## src/rtl/alu_pkg.sv

```systemverilog
// Shared ALU definitions: control codes, legality check and small FSM state types.
package alu_pkg;

  localparam logic [3:0] ALU_AND  = 4'b0000;
  localparam logic [3:0] ALU_OR   = 4'b0001;
  localparam logic [3:0] ALU_ADD  = 4'b0010;
  localparam logic [3:0] ALU_XOR  = 4'b0011;
  localparam logic [3:0] ALU_SLL  = 4'b0100;
  localparam logic [3:0] ALU_SRL  = 4'b0101;
  localparam logic [3:0] ALU_SUB  = 4'b0110;
  localparam logic [3:0] ALU_SRA  = 4'b0111;
  localparam logic [3:0] ALU_SLT  = 4'b1000;
  localparam logic [3:0] ALU_SLTU = 4'b1001;

  // Round-robin pointer: which requester wins a tie
  typedef enum logic {
    FAV0 = 1'b0,
    FAV1 = 1'b1
  } rr_state_e;

  // Per-requester response slot occupancy
  typedef enum logic {
    SLOT_EMPTY = 1'b0,
    SLOT_FULL  = 1'b1
  } slot_state_e;

  // True when the code is one the ALU implements
  function automatic bit alu_code_legal(input logic [3:0] code);
    bit legal;
    legal = 1'b0;
    case (code)
      ALU_AND, ALU_OR, ALU_ADD, ALU_XOR, ALU_SLL,
      ALU_SRL, ALU_SUB, ALU_SRA, ALU_SLT, ALU_SLTU: legal = 1'b1;
      default:                                      legal = 1'b0;
    endcase
    return legal;
  endfunction

endpackage

```

## src/rtl/rr_arbiter2.sv

```systemverilog
// Two-way round-robin arbiter; the pointer flips away from whoever was last granted.
module rr_arbiter2
  import alu_pkg::*;
(
  input  logic       clk,
  input  logic       rst,
  input  logic [1:0] req,
  output logic [1:0] gnt
);

  rr_state_e state_q;

  // Grant: single requester wins outright, a tie goes to the favoured one
  always_comb begin
    gnt = 2'b00;
    if (!rst) begin
      if (req == 2'b11) begin
        gnt = (state_q == FAV0) ? 2'b01 : 2'b10;
      end else begin
        gnt = req;
      end
    end
  end

  // Pointer FSM: favour the other requester after a grant, hold otherwise
  always_ff @(posedge clk) begin
    if (rst) begin
      state_q <= FAV0;
    end else if (gnt[0]) begin
      state_q <= FAV1;
    end else if (gnt[1]) begin
      state_q <= FAV0;
    end
  end

endmodule

```

## src/rtl/alu_share_arbiter.sv

```systemverilog
// Shares one combinational ALU between two requesters with 1-cycle registered responses.
module alu_share_arbiter
  import alu_pkg::*;
#(
  parameter int unsigned DATA_W = 32,
  parameter int unsigned CNT_W  = 16
) (
  input  logic              clk,
  input  logic              rst,

  input  logic              r0_req_valid,
  output logic              r0_req_ready,
  input  logic [3:0]        r0_alu_control,
  input  logic [DATA_W-1:0] r0_a,
  input  logic [DATA_W-1:0] r0_b,
  output logic              r0_resp_valid,
  input  logic              r0_resp_ready,
  output logic [DATA_W-1:0] r0_resp_result,
  output logic              r0_resp_zero,
  output logic              r0_resp_illegal,

  input  logic              r1_req_valid,
  output logic              r1_req_ready,
  input  logic [3:0]        r1_alu_control,
  input  logic [DATA_W-1:0] r1_a,
  input  logic [DATA_W-1:0] r1_b,
  output logic              r1_resp_valid,
  input  logic              r1_resp_ready,
  output logic [DATA_W-1:0] r1_resp_result,
  output logic              r1_resp_zero,
  output logic              r1_resp_illegal,

  output logic [3:0]        alu_control_o,
  output logic [DATA_W-1:0] alu_a_o,
  output logic [DATA_W-1:0] alu_b_o,
  input  logic [DATA_W-1:0] alu_result_i,
  input  logic              alu_zero_i,

  output logic [CNT_W-1:0]  r0_grant_count,
  output logic [CNT_W-1:0]  r1_grant_count
);

  logic [1:0]        req_valid;
  logic [1:0]        resp_ready;
  logic [1:0]        slot_full;
  logic [1:0]        eligible;
  logic [1:0]        gnt;

  logic [3:0]        sel_code;
  logic [DATA_W-1:0] sel_a;
  logic [DATA_W-1:0] sel_b;
  logic              sel_legal;

  slot_state_e       slot_q    [2];
  logic [DATA_W-1:0] result_q  [2];
  logic [1:0]        zero_q;
  logic [1:0]        illegal_q;
  logic [CNT_W-1:0]  cnt_q     [2];

  assign req_valid  = {r1_req_valid, r0_req_valid};
  assign resp_ready = {r1_resp_ready, r0_resp_ready};
  assign slot_full  = {slot_q[1] == SLOT_FULL, slot_q[0] == SLOT_FULL};

  // A full slot being drained this cycle is as good as empty
  assign eligible = req_valid & (~slot_full | resp_ready);

  rr_arbiter2 u_arb (
    .clk (clk),
    .rst (rst),
    .req (eligible),
    .gnt (gnt)
  );

  assign r0_req_ready = gnt[0];
  assign r1_req_ready = gnt[1];

  // Operand mux toward the ALU; idle and unlisted codes drive ADD
  always_comb begin
    sel_code      = gnt[1] ? r1_alu_control : r0_alu_control;
    sel_a         = gnt[1] ? r1_a : r0_a;
    sel_b         = gnt[1] ? r1_b : r0_b;
    sel_legal     = alu_code_legal(sel_code);
    alu_control_o = ALU_ADD;
    alu_a_o       = '0;
    alu_b_o       = '0;
    if (gnt != 2'b00) begin
      alu_control_o = sel_legal ? sel_code : ALU_ADD;
      alu_a_o       = sel_a;
      alu_b_o       = sel_b;
    end
  end

  // Response slots and saturating grant counters; a new load beats a drain
  always_ff @(posedge clk) begin
    if (rst) begin
      for (int n = 0; n < 2; n++) begin
        slot_q[n]   <= SLOT_EMPTY;
        result_q[n] <= '0;
        cnt_q[n]    <= '0;
      end
      zero_q    <= 2'b00;
      illegal_q <= 2'b00;
    end else begin
      for (int n = 0; n < 2; n++) begin
        if (gnt[n]) begin
          slot_q[n]    <= SLOT_FULL;
          result_q[n]  <= alu_result_i;
          zero_q[n]    <= alu_zero_i;
          illegal_q[n] <= ~sel_legal;
          if (cnt_q[n] != {CNT_W{1'b1}}) begin
            cnt_q[n] <= cnt_q[n] + CNT_W'(1);
          end
        end else if (slot_full[n] && resp_ready[n]) begin
          slot_q[n] <= SLOT_EMPTY;
        end
      end
    end
  end

  assign r0_resp_valid   = slot_full[0];
  assign r0_resp_result  = result_q[0];
  assign r0_resp_zero    = zero_q[0];
  assign r0_resp_illegal = illegal_q[0];
  assign r1_resp_valid   = slot_full[1];
  assign r1_resp_result  = result_q[1];
  assign r1_resp_zero    = zero_q[1];
  assign r1_resp_illegal = illegal_q[1];
  assign r0_grant_count  = cnt_q[0];
  assign r1_grant_count  = cnt_q[1];

endmodule

```

## config.mk

```make
export PLATFORM = sky130hd
export DESIGN_NAME = alu_share_arbiter
export DESIGN_NICKNAME = d
export VERILOG_FILES = /design/src/rtl/alu_pkg.sv /design/src/rtl/rr_arbiter2.sv /design/src/rtl/alu_share_arbiter.sv
export SDC_FILE = /design/constraint.sdc
export NUM_CORES = 1
export LEC_CHECK = 0
export CELL_PAD_IN_SITES_DETAIL_PLACEMENT = 1
export CELL_PAD_IN_SITES_GLOBAL_PLACEMENT = 1
export CORE_MARGIN = 2
export CORE_UTILIZATION = 26
export DETAILED_ROUTE_END_ITERATION = 8
export PLACE_DENSITY_LB_ADDON = 0.1
export SYNTH_ARGS = -nofsm -noshare
export SYNTH_HDL_FRONTEND = slang
export SYNTH_SLANG_ARGS = --single-unit
export TNS_END_PERCENT = 5
```

## constraint.sdc

```tcl
create_clock -name clk -period 2.5 [get_ports clk]
set_input_delay 0.25 -clock clk [delete_from_list [all_inputs] [get_ports clk]]
set_output_delay 0.25 -clock clk [all_outputs]
set_load 0.02 [all_outputs]
```

# ---- Word-level counts from Yosys, hierarchy flattened
# Memories as Yosys holds them, arrays and structs flattened.
# Index checks and enable logic that the tools add are counted.
dict set report classes {
  bitwise_logic 12
  mux 44
  n_eq_ne 3
  reduce_logical 3
  addsub 2
}
# operator n
set op_table {}
lappend op_table {{32-bit 2-to-1 mux} 6}
lappend op_table {{16-bit by 1-bit adder with 16-bit output (second input constant)} 2}
lappend op_table {{16-bit 2-to-1 mux} 2}
lappend op_table {{16-bit inequality test (second input constant)} 2}
lappend op_table {{1-bit 2-to-1 mux} 30}
lappend op_table {{4-bit 2-to-1 mux} 3}
lappend op_table {{1-bit bitwise OR} 8}
lappend op_table {{2-bit 2-to-1 mux} 3}
lappend op_table {{2-bit AND} 1}
lappend op_table {{2-bit == test (second input constant)} 1}
lappend op_table {{1-bit logical AND} 2}
lappend op_table {{2-bit inverter} 1}
lappend op_table {{2-bit bitwise OR} 1}
lappend op_table {{2-bit nonzero test} 1}
lappend op_table {{1-bit inverter} 1}
dict set report totals {
  memories 4
  inputBits 175
  register_bits 5
  output_inout_bits 172
  wordCells 73
  romBits 16
  ramBits 98
}
# memory words width read_ports rd_ports_with_merged_regs write_ports line
set mem_list {}
lappend mem_list {result_q 2 32 2 0 2 alu_share_arbiter.sv:55} ;# logic [DATA_W-1:0] result_q [2];
lappend mem_list {cnt_q 2 16 2 0 2 alu_share_arbiter.sv:58} ;# logic [CNT_W-1:0] cnt_q [2];
lappend mem_list {{(no name shown)} 16 1 1 0 0 alu_pkg.sv:31} ;# case (code)
lappend mem_list {slot_q 2 1 2 0 2 alu_share_arbiter.sv:54} ;# slot_state_e slot_q [2];

# ---- Depth between registers and ports, before layout
# Gate-level depths: netlist (run 1).
dict set report logic_depth {
  word_depth 11
  mapped_depth 7
  ltp_nobuf 5
}

# ---- Modules after synthesis
# Synthesis (run 1) repeated with hierarchy kept, for this count alone.
dict set report unflattened {
  cells_unflattened 394
  hier_area_um2 5044.8
}
# module area_each_um2 cells_per_inst seq_area_each_um2 n_inst
set modules_own_cells {}
lappend modules_own_cells {alu_share_arbiter 4983.5 388 3012.9 1}
lappend modules_own_cells {rr_arbiter2 61.3 6 20.0 1}

# ---- Worst setup path before layout (run 1)
# No wires, ideal clock.
dict set report synth_timing {
  kind {register to register}
  startpoint {memory slot_q[0] (netlist name)}
  endpoint {memory result_q[1][0] (netlist: result_q[0][32]), enable pin}
  required_ns 2.113
  t_arrival_ns 1.963
  path_slack_ns 0.151
  n_path_buf 2
  period_less_slack_ns 2.349
  path_stages_with_launch 7
  path_cell_list {edfxtp_1 -> nor2b_1 -> o311a_1 -> buf_2 -> buf_2 -> nor2_1 -> inv_1}
}
# element line
set synth_lines {}
lappend synth_lines {{start: declaration} alu_share_arbiter.sv:54}
lappend synth_lines {{end: declaration} alu_share_arbiter.sv:55}

==> results of run 1 <==
## logic make-up (layout without fill, tap and decap cells)
group                      after synthesis  count (layout)  synth area share, %
AOI/OAI and AO/OA                      185             185                 18.5
DFF                                    103             103                 55.2
xor gates and xnor gates                27              27                 4.31
buffers and inverters                   60             414                 4.72
and+or+nand+nor                        168             168                 16.7
muxes                                    1               1                0.182
adders and majority gates                2               2                0.456
## layout by cell type (no fill, tap or decap), types with 3 or more instances in the layout
cell type        synthesis  layout
a21oi_1                 97      96
and2_1                  33      33
buf_12                   0      15
buf_2                    9       3
buf_4                    0      25
clkbuf_16                0       9
clkbuf_2                 0      54
clkdlybuf4s15_1          0       9
clkdlybuf4s50_1          0     275
dfxtp_1                  6       6
dlygate4sd2_1            0       3
edfxtp_1                97      97
inv_1                   12      12
nand2_1                 17      17
nand3_1                 74      74
nand4_1                  6       6
nor2_1                   8       8
nor3_1                   6       6
nor4_1                   8       8
o211ai_1                 3       3
o21ai_0                 70      70
or2_2                    4       4
xnor2_1                 22      22
xor2_1                   5       5
## critical path, cell delays in order (launching register included)
cell and delay, ps:
edfxtp_1 390, nor2b_4 160, o311ai_4 300, buf_12 160, buf_12 170, o21ai_0 90, a21oi_1 170, clkdlybuf4s15_1 360
## metal layers
layer,up-vias,global-route usage (%)
met5,-,0
met4,0,5.86
met1,2724,23.7
li1,2723,-
met3,39,6.39
met2,211,35.6
## cell type report
class,count,area (um^2)
inverters,13,48.8
well taps,275,344
clock buffers,9,225
clock inverters,7,65.1
flip-flops and latches,103,3030
repair buffers,385,3670
multi-input cells,383,2240
fillers,2331,11300
## power by group through the flow
stage | combinational (W) | clock, W | sequential [W]
4_1_cts | 0.00165 | 0.00143 | 0.00219
3_5_place_dp | 0.00167 | 0 | 0.00223
6_report | 0.00162 | 0.00138 | 0.00219
5_1_grt | 0.00174 | 0.00150 | 0.00221
2_1_floorplan | 0.000492 | 0 | 0.00242
3_3_place_gp | 0.00165 | 0 | 0.00222
## final timing paths
path	start	to	cells after the start	slack, ps
worst max register to register	cnt_q[0][16]$_SDFFCE_PN0P_	cnt_q[0][1]$_SDFFCE_PN0P_	6	220
worst min register to register	illegal_q[0]$_SDFFE_PP0P_	illegal_q[0]$_SDFFE_PP0P_	2	460
worst min-delay path	rst	zero_q[0]$_SDFFE_PP0P_	2	300
worst max-delay path	slot_q[0]$_SDFFCE_PN0P_	alu_a_o[29]	7	100
## state kept, by name, summed over array words and instances, names as in the netlist
name	flops
cnt_q	32
illegal_q	2
result_q	64
slot_q	2
u_arb.state_q	1
zero_q	2
## stage by stage
stage          setup TNS [ps]  worst slack [ps]  util [%]
2_1_floorplan               0               151         -
3_3_place_gp            -9880              -190      45.7
3_5_place_dp           -12840              -266      45.7
4_1_cts                     0              14.3      47.0
5_1_grt                 -78.3             -78.3      46.1
6_report                    0              98.7      46.1
## what timing repair did
action | in CTS | in global routing
pin swaps | 1 | 0
setup buffers | 2 | 0
endpoints found under the setup margin | 68 | 65
gates cloned | 1 | 0
resized for setup | 78 | 120
## cells in the mapped netlist, types with 2 or more instances
cell and n:
and2_1 33, a311o_1 2, nand4_2 2, clkbuf_1 30
a21o_1 2, dfxtp_1 6, nor2b_1 3, nor3_1 6
nand4_1 6, or2_2 4, buf_2 9, ha_1 2
xnor2_1 22, a21boi_0 3, edfxtp_1 97, o211ai_1 3
nand2_1 17, inv_1 12, buf_6 3, xor2_1 5
nand3_1 74, a21oi_1 97, nand2b_1 2, nor4_1 8
buf_1 5, nor2_1 8, o21ai_0 70
==> metrics, run 1 <==
Overflow after GRT=0; FF+latch count, synth=103; Yosys Warn Count=0; synth top area cells=edfxtp_1 53%, a21oi_1 8.8%, nand3_1 6.7%; Pint=0.00358 W; Final nets=1072; Cell Area, Synth=5490 um^2; met2 wire length=11800 um; Worst IR Drop VDD=0.349 mV; Area Overhead vs Synth=75.2%; Net Switching=0.00162 W; CTS Buf Count=9; register area share after synthesis=55.2%; Netlist cell types=42; HPWL after detailed placement=17500 um; root buffer selected by CTS=clkbuf_16; Seq pwr share=42.2%; post-route cell area=9620 um^2; FMAX=416 MHz; Pwr per Cell Area=540 nW/um^2; Post-synth ARST share=0%; # clock sinks=103; first-pass GRT wire length=35000 um; share of layout cells above drive strength 1=14.9%; Sw Ratio=31.1%; outcome=completed; Synth Area per Inst=10.1 um^2; unrepaired setup endpoints after global routing=true; die area=22300 um^2; hold buffer count at CTS=0; Post-Route Skew=8.24 ps; post-synth top area share=53.0%; CP Class=flip-flop to primary output; Vias=5697; top cell type by total area after synthesis=edfxtp_1; EDFF count, synth=97; initial antenna violation count=0; number of max-cap violations=0; Slew Limit Headroom=67.5%; Die Wd=149 um; Post-Route WL=23300 um; actual slew at the worst max-slew pin=486 ps; Final Hold Viols=0; maximum root-to-sink buffer count=2; Inst Count DP=1156; Post-Synthesis Cells=546; startpoint types=flip-flop; HP Class=primary input to flip-flop; number of global-route vias before repair=6016; clk_lat worst skew=350 ps; Top FF cell, synth=edfxtp_1; Worst Path Max Fanout=29; GRT Total Usage=20.3%; Worst EP arrival=2150 ps; height of the die=149 um; Worst-path clk slew=80 ps; # rows=53; cell leakage power=3.50 nW; RePlAce Congestion=0.802; met3 wire length=1750 um; Slew Limit Fails=0; worst hold slack=304 ps; fin crit share=96.1%; Clock power frac=26.6%; Comb power frac=31.3%; top layer in use=met4; Residual DRC=0; Critical Path End Type=primary output; I/O Buffers=346; Avg WL per Cell=19.8 um; placed cell areas=9540 um^2; Ports=347; count of final setup violators=0; core area=20900 um^2; Syn Nets=723; Pre-antenna DRT Iters=4; # diodes=0; Via density=4.85; non-filler cells, final=1175; Initial Util=26.3%; DRT antenna net count=0; met1 wire length=9100 um; Tmin final=2400 ps; Worst EP required=2250 ps; CTS tree=done; largest net degree at the start of global routing=65; # H-tree levels=3; Pwr Total=0.00519 W; initial DRC count=151
Note: power is estimated with default switching activity, not from simulation.
==> run 2: changes to the inputs <==
- CORE_UTILIZATION: 26 -> 24
- CTS_CLUSTER_SIZE: default -> 14
- clock period: 2.5 -> 2.12 ns (I/O delays scaled with it)
==> metrics, run 2 (synthesis gave the netlist of run 1 again) <==
outcome=complete, but fails checks (was completed); failing checks=negative setup slack; Ports=347 (unchanged); Worst IR Drop VDD=0.317 mV (was 0.349 mV); share of layout cells above drive strength 1=20.9% (was 14.9%); top flop regs=result_q (64), cnt_q (32) (unchanged); startpoint types=flip-flop (unchanged); Pre-antenna DRT Iters=4 (unchanged); Area Overhead vs Synth=85.5% (was 75.2%); Slew Limit Headroom=66.0% (was 67.5%); unrepaired setup endpoints after global routing=true (unchanged); Overflow after GRT=0 (unchanged); maximum root-to-sink buffer count=2 (unchanged); core area=22600 um^2 (was 20900 um^2); Critical Path End Type=primary output (unchanged); Residual DRC=0 (unchanged); cell leakage power=3.74 nW (was 3.50 nW); clk_lat worst skew=350 ps (about the same); RePlAce Congestion=0.913 (was 0.802); height of the die=155 um (was 149 um); CP Class=flip-flop to primary output (unchanged); non-filler cells, final=1220 (was 1175); # rows=55 (was 53); Die Wd=155 um (was 149 um); met2 wire length=11900 um (was 11800 um); number of max-cap violations=0 (unchanged); Initial Util=24.3% (was 26.3%); # H-tree levels=3 (unchanged); top layer in use=met4 (unchanged); Inst Count DP=1194 (was 1156); HPWL after detailed placement=18200 um (was 17500 um); root buffer selected by CTS=clkbuf_16 (unchanged); die area=24100 um^2 (was 22300 um^2); Pwr per Cell Area=630 nW/um^2 (was 540 nW/um^2); # fillers=2486 (was 2331); initial antenna violation count=2 (was 0); Post-Route WL=24100 um (was 23300 um); actual slew at the worst max-slew pin=508 ps (was 486 ps); Avg WL per Cell=19.8 um (about the same); count of final setup violators=65 (was 0); largest net degree at the start of global routing=52 (was 65); final worst slack=-154 ps (was 98.7 ps); met3 wire length=1590 um (was 1750 um); # clock sinks=103 (unchanged); most frequent cells in the layout=275 x clkdlybuf4s50_1, 114 x buf_4, 97 x edfxtp_1 (was 275 x clkdlybuf4s50_1, 97 x edfxtp_1, 96 x a21oi_1); Largest Register=result_q (unchanged); number of global-route vias before repair=6173 (was 6016); GRT Total Usage=19.0% (was 20.3%); initial DRC count=240 (was 151); Worst Path Max Fanout=4 (was 29); Worst EP arrival=2060 ps (was 2150 ps); Worst-path clk slew=70 ps (was 80 ps); Via density=4.79 (was 4.85); Worst EP required=1910 ps (was 2250 ps); hold buffer count at CTS=0 (unchanged); Tmin final=2270 ps; first-pass GRT wire length=35700 um (was 35000 um); Vias=5846 (was 5697); commonest non-fill, non-tap cell in the layout=clkdlybuf4s50_1 (unchanged); max reg flops=64 (unchanged); CTS Buf Count=9 (unchanged); met1 wire length=10100 um (was 9100 um); FMAX=440 MHz; Final Hold Viols=0 (unchanged); Post-Route Skew=4.82 ps (was 8.24 ps); CTS tree=done (unchanged); I/O Buffers=346 (unchanged); Slew Limit Fails=0 (unchanged); Final nets=1106 (was 1072); HP Class=primary input to flip-flop (unchanged); DRT antenna net count=0 (unchanged); worst hold slack=190 ps (was 304 ps); fin crit share=107%
run 2: changes by cell type in the layout (fill, tap and decap cells not counted), moves of 6 or more:
cell,delta
buf_4,+89
clkbuf_2,-54
o21ai_0,-39
o21ai_1,+36
buf_6,+10
clkdlybuf4s15_1,-9
a21oi_1,-6
run 2: critical path: stages, from the launching register on:
cell and delay [ps]:
edfxtp_1 360, nor2b_4 210, o311ai_4 120, buf_12 180, buf_16 130, or4_4 430, a21oi_4 140, buf_6 140
run 2: through the flow:
| stage | TNS (ps) | power, W | utilization [%] | area, um^2 | worst slack, ps |
|---|---|---|---|---|---|
| finish | -3900 | 0.00642 | 45.1 | 10200 | -154 |
| global route | -12220 | 0.00671 | 45.1 | 10200 | -255 |
| CTS | -7290 | 0.00647 | 44.5 | 10000 | -252 |
| detailed placement | -44360 | 0.00466 | 43.2 | 9760 | -519 |
| global placement | -39200 | 0.00462 | 43.2 | 9760 | -438 |
| floorplan | -5580 | 0.00344 | - | 5530 | -177 |
run 2: metal layers:
| metal | up-vias | track usage [%] |
|---|---|---|
| met3 | 26 | 5.43 |
| met5 | - | 0 |
| li1 | 2788 | - |
| met1 | 2823 | 23.5 |
| met4 | 0 | 5.20 |
| met2 | 209 | 32.5 |
run 2: power breakdown:
part           total, W  internal (W)  switching, W
clock network   0.00173      0.000933      0.000796
logic           0.00213       0.00108       0.00105
registers       0.00256       0.00245      0.000110
run 2: worst paths after layout:
path,endpoint,cells past startpoint,slack [ps],from
worst max register to register,cnt_q[0][1]$_SDFFCE_PN0P_,5,70,cnt_q[0][23]$_SDFFCE_PN0P_
worst min-delay path,illegal_q[0]$_SDFFE_PP0P_,2,190,rst
worst max-delay path,alu_control_o[2],7,-150,slot_q[0]$_SDFFCE_PN0P_
worst min register to register,illegal_q[0]$_SDFFE_PP0P_,2,450,illegal_q[0]$_SDFFE_PP0P_
run 2: area by class of cell:
type                            count  area [um^2]  share of cell area [%]
Multi-Input combinational cell    383         2320                    22.7
Timing Repair Buffer              419         4120                    40.4
Tap cell                          285          357                    3.50
Sequential cell                   103         3030                    29.8
Clock buffer                        9          225                    2.21
Antenna cell                        2         5.00                  0.0491
Clock inverter                      6         77.6                   0.761
Inverter                           13         56.3                   0.552
run 2: repair_timing:
item	4_1_cts	5_1_grt
buffers inserted	1	5
endpoints found under the setup margin	70	107
gates resized for setup	384	21
cloned	3	0
pin swaps	57	8
endpoints found under the hold margin	0	0
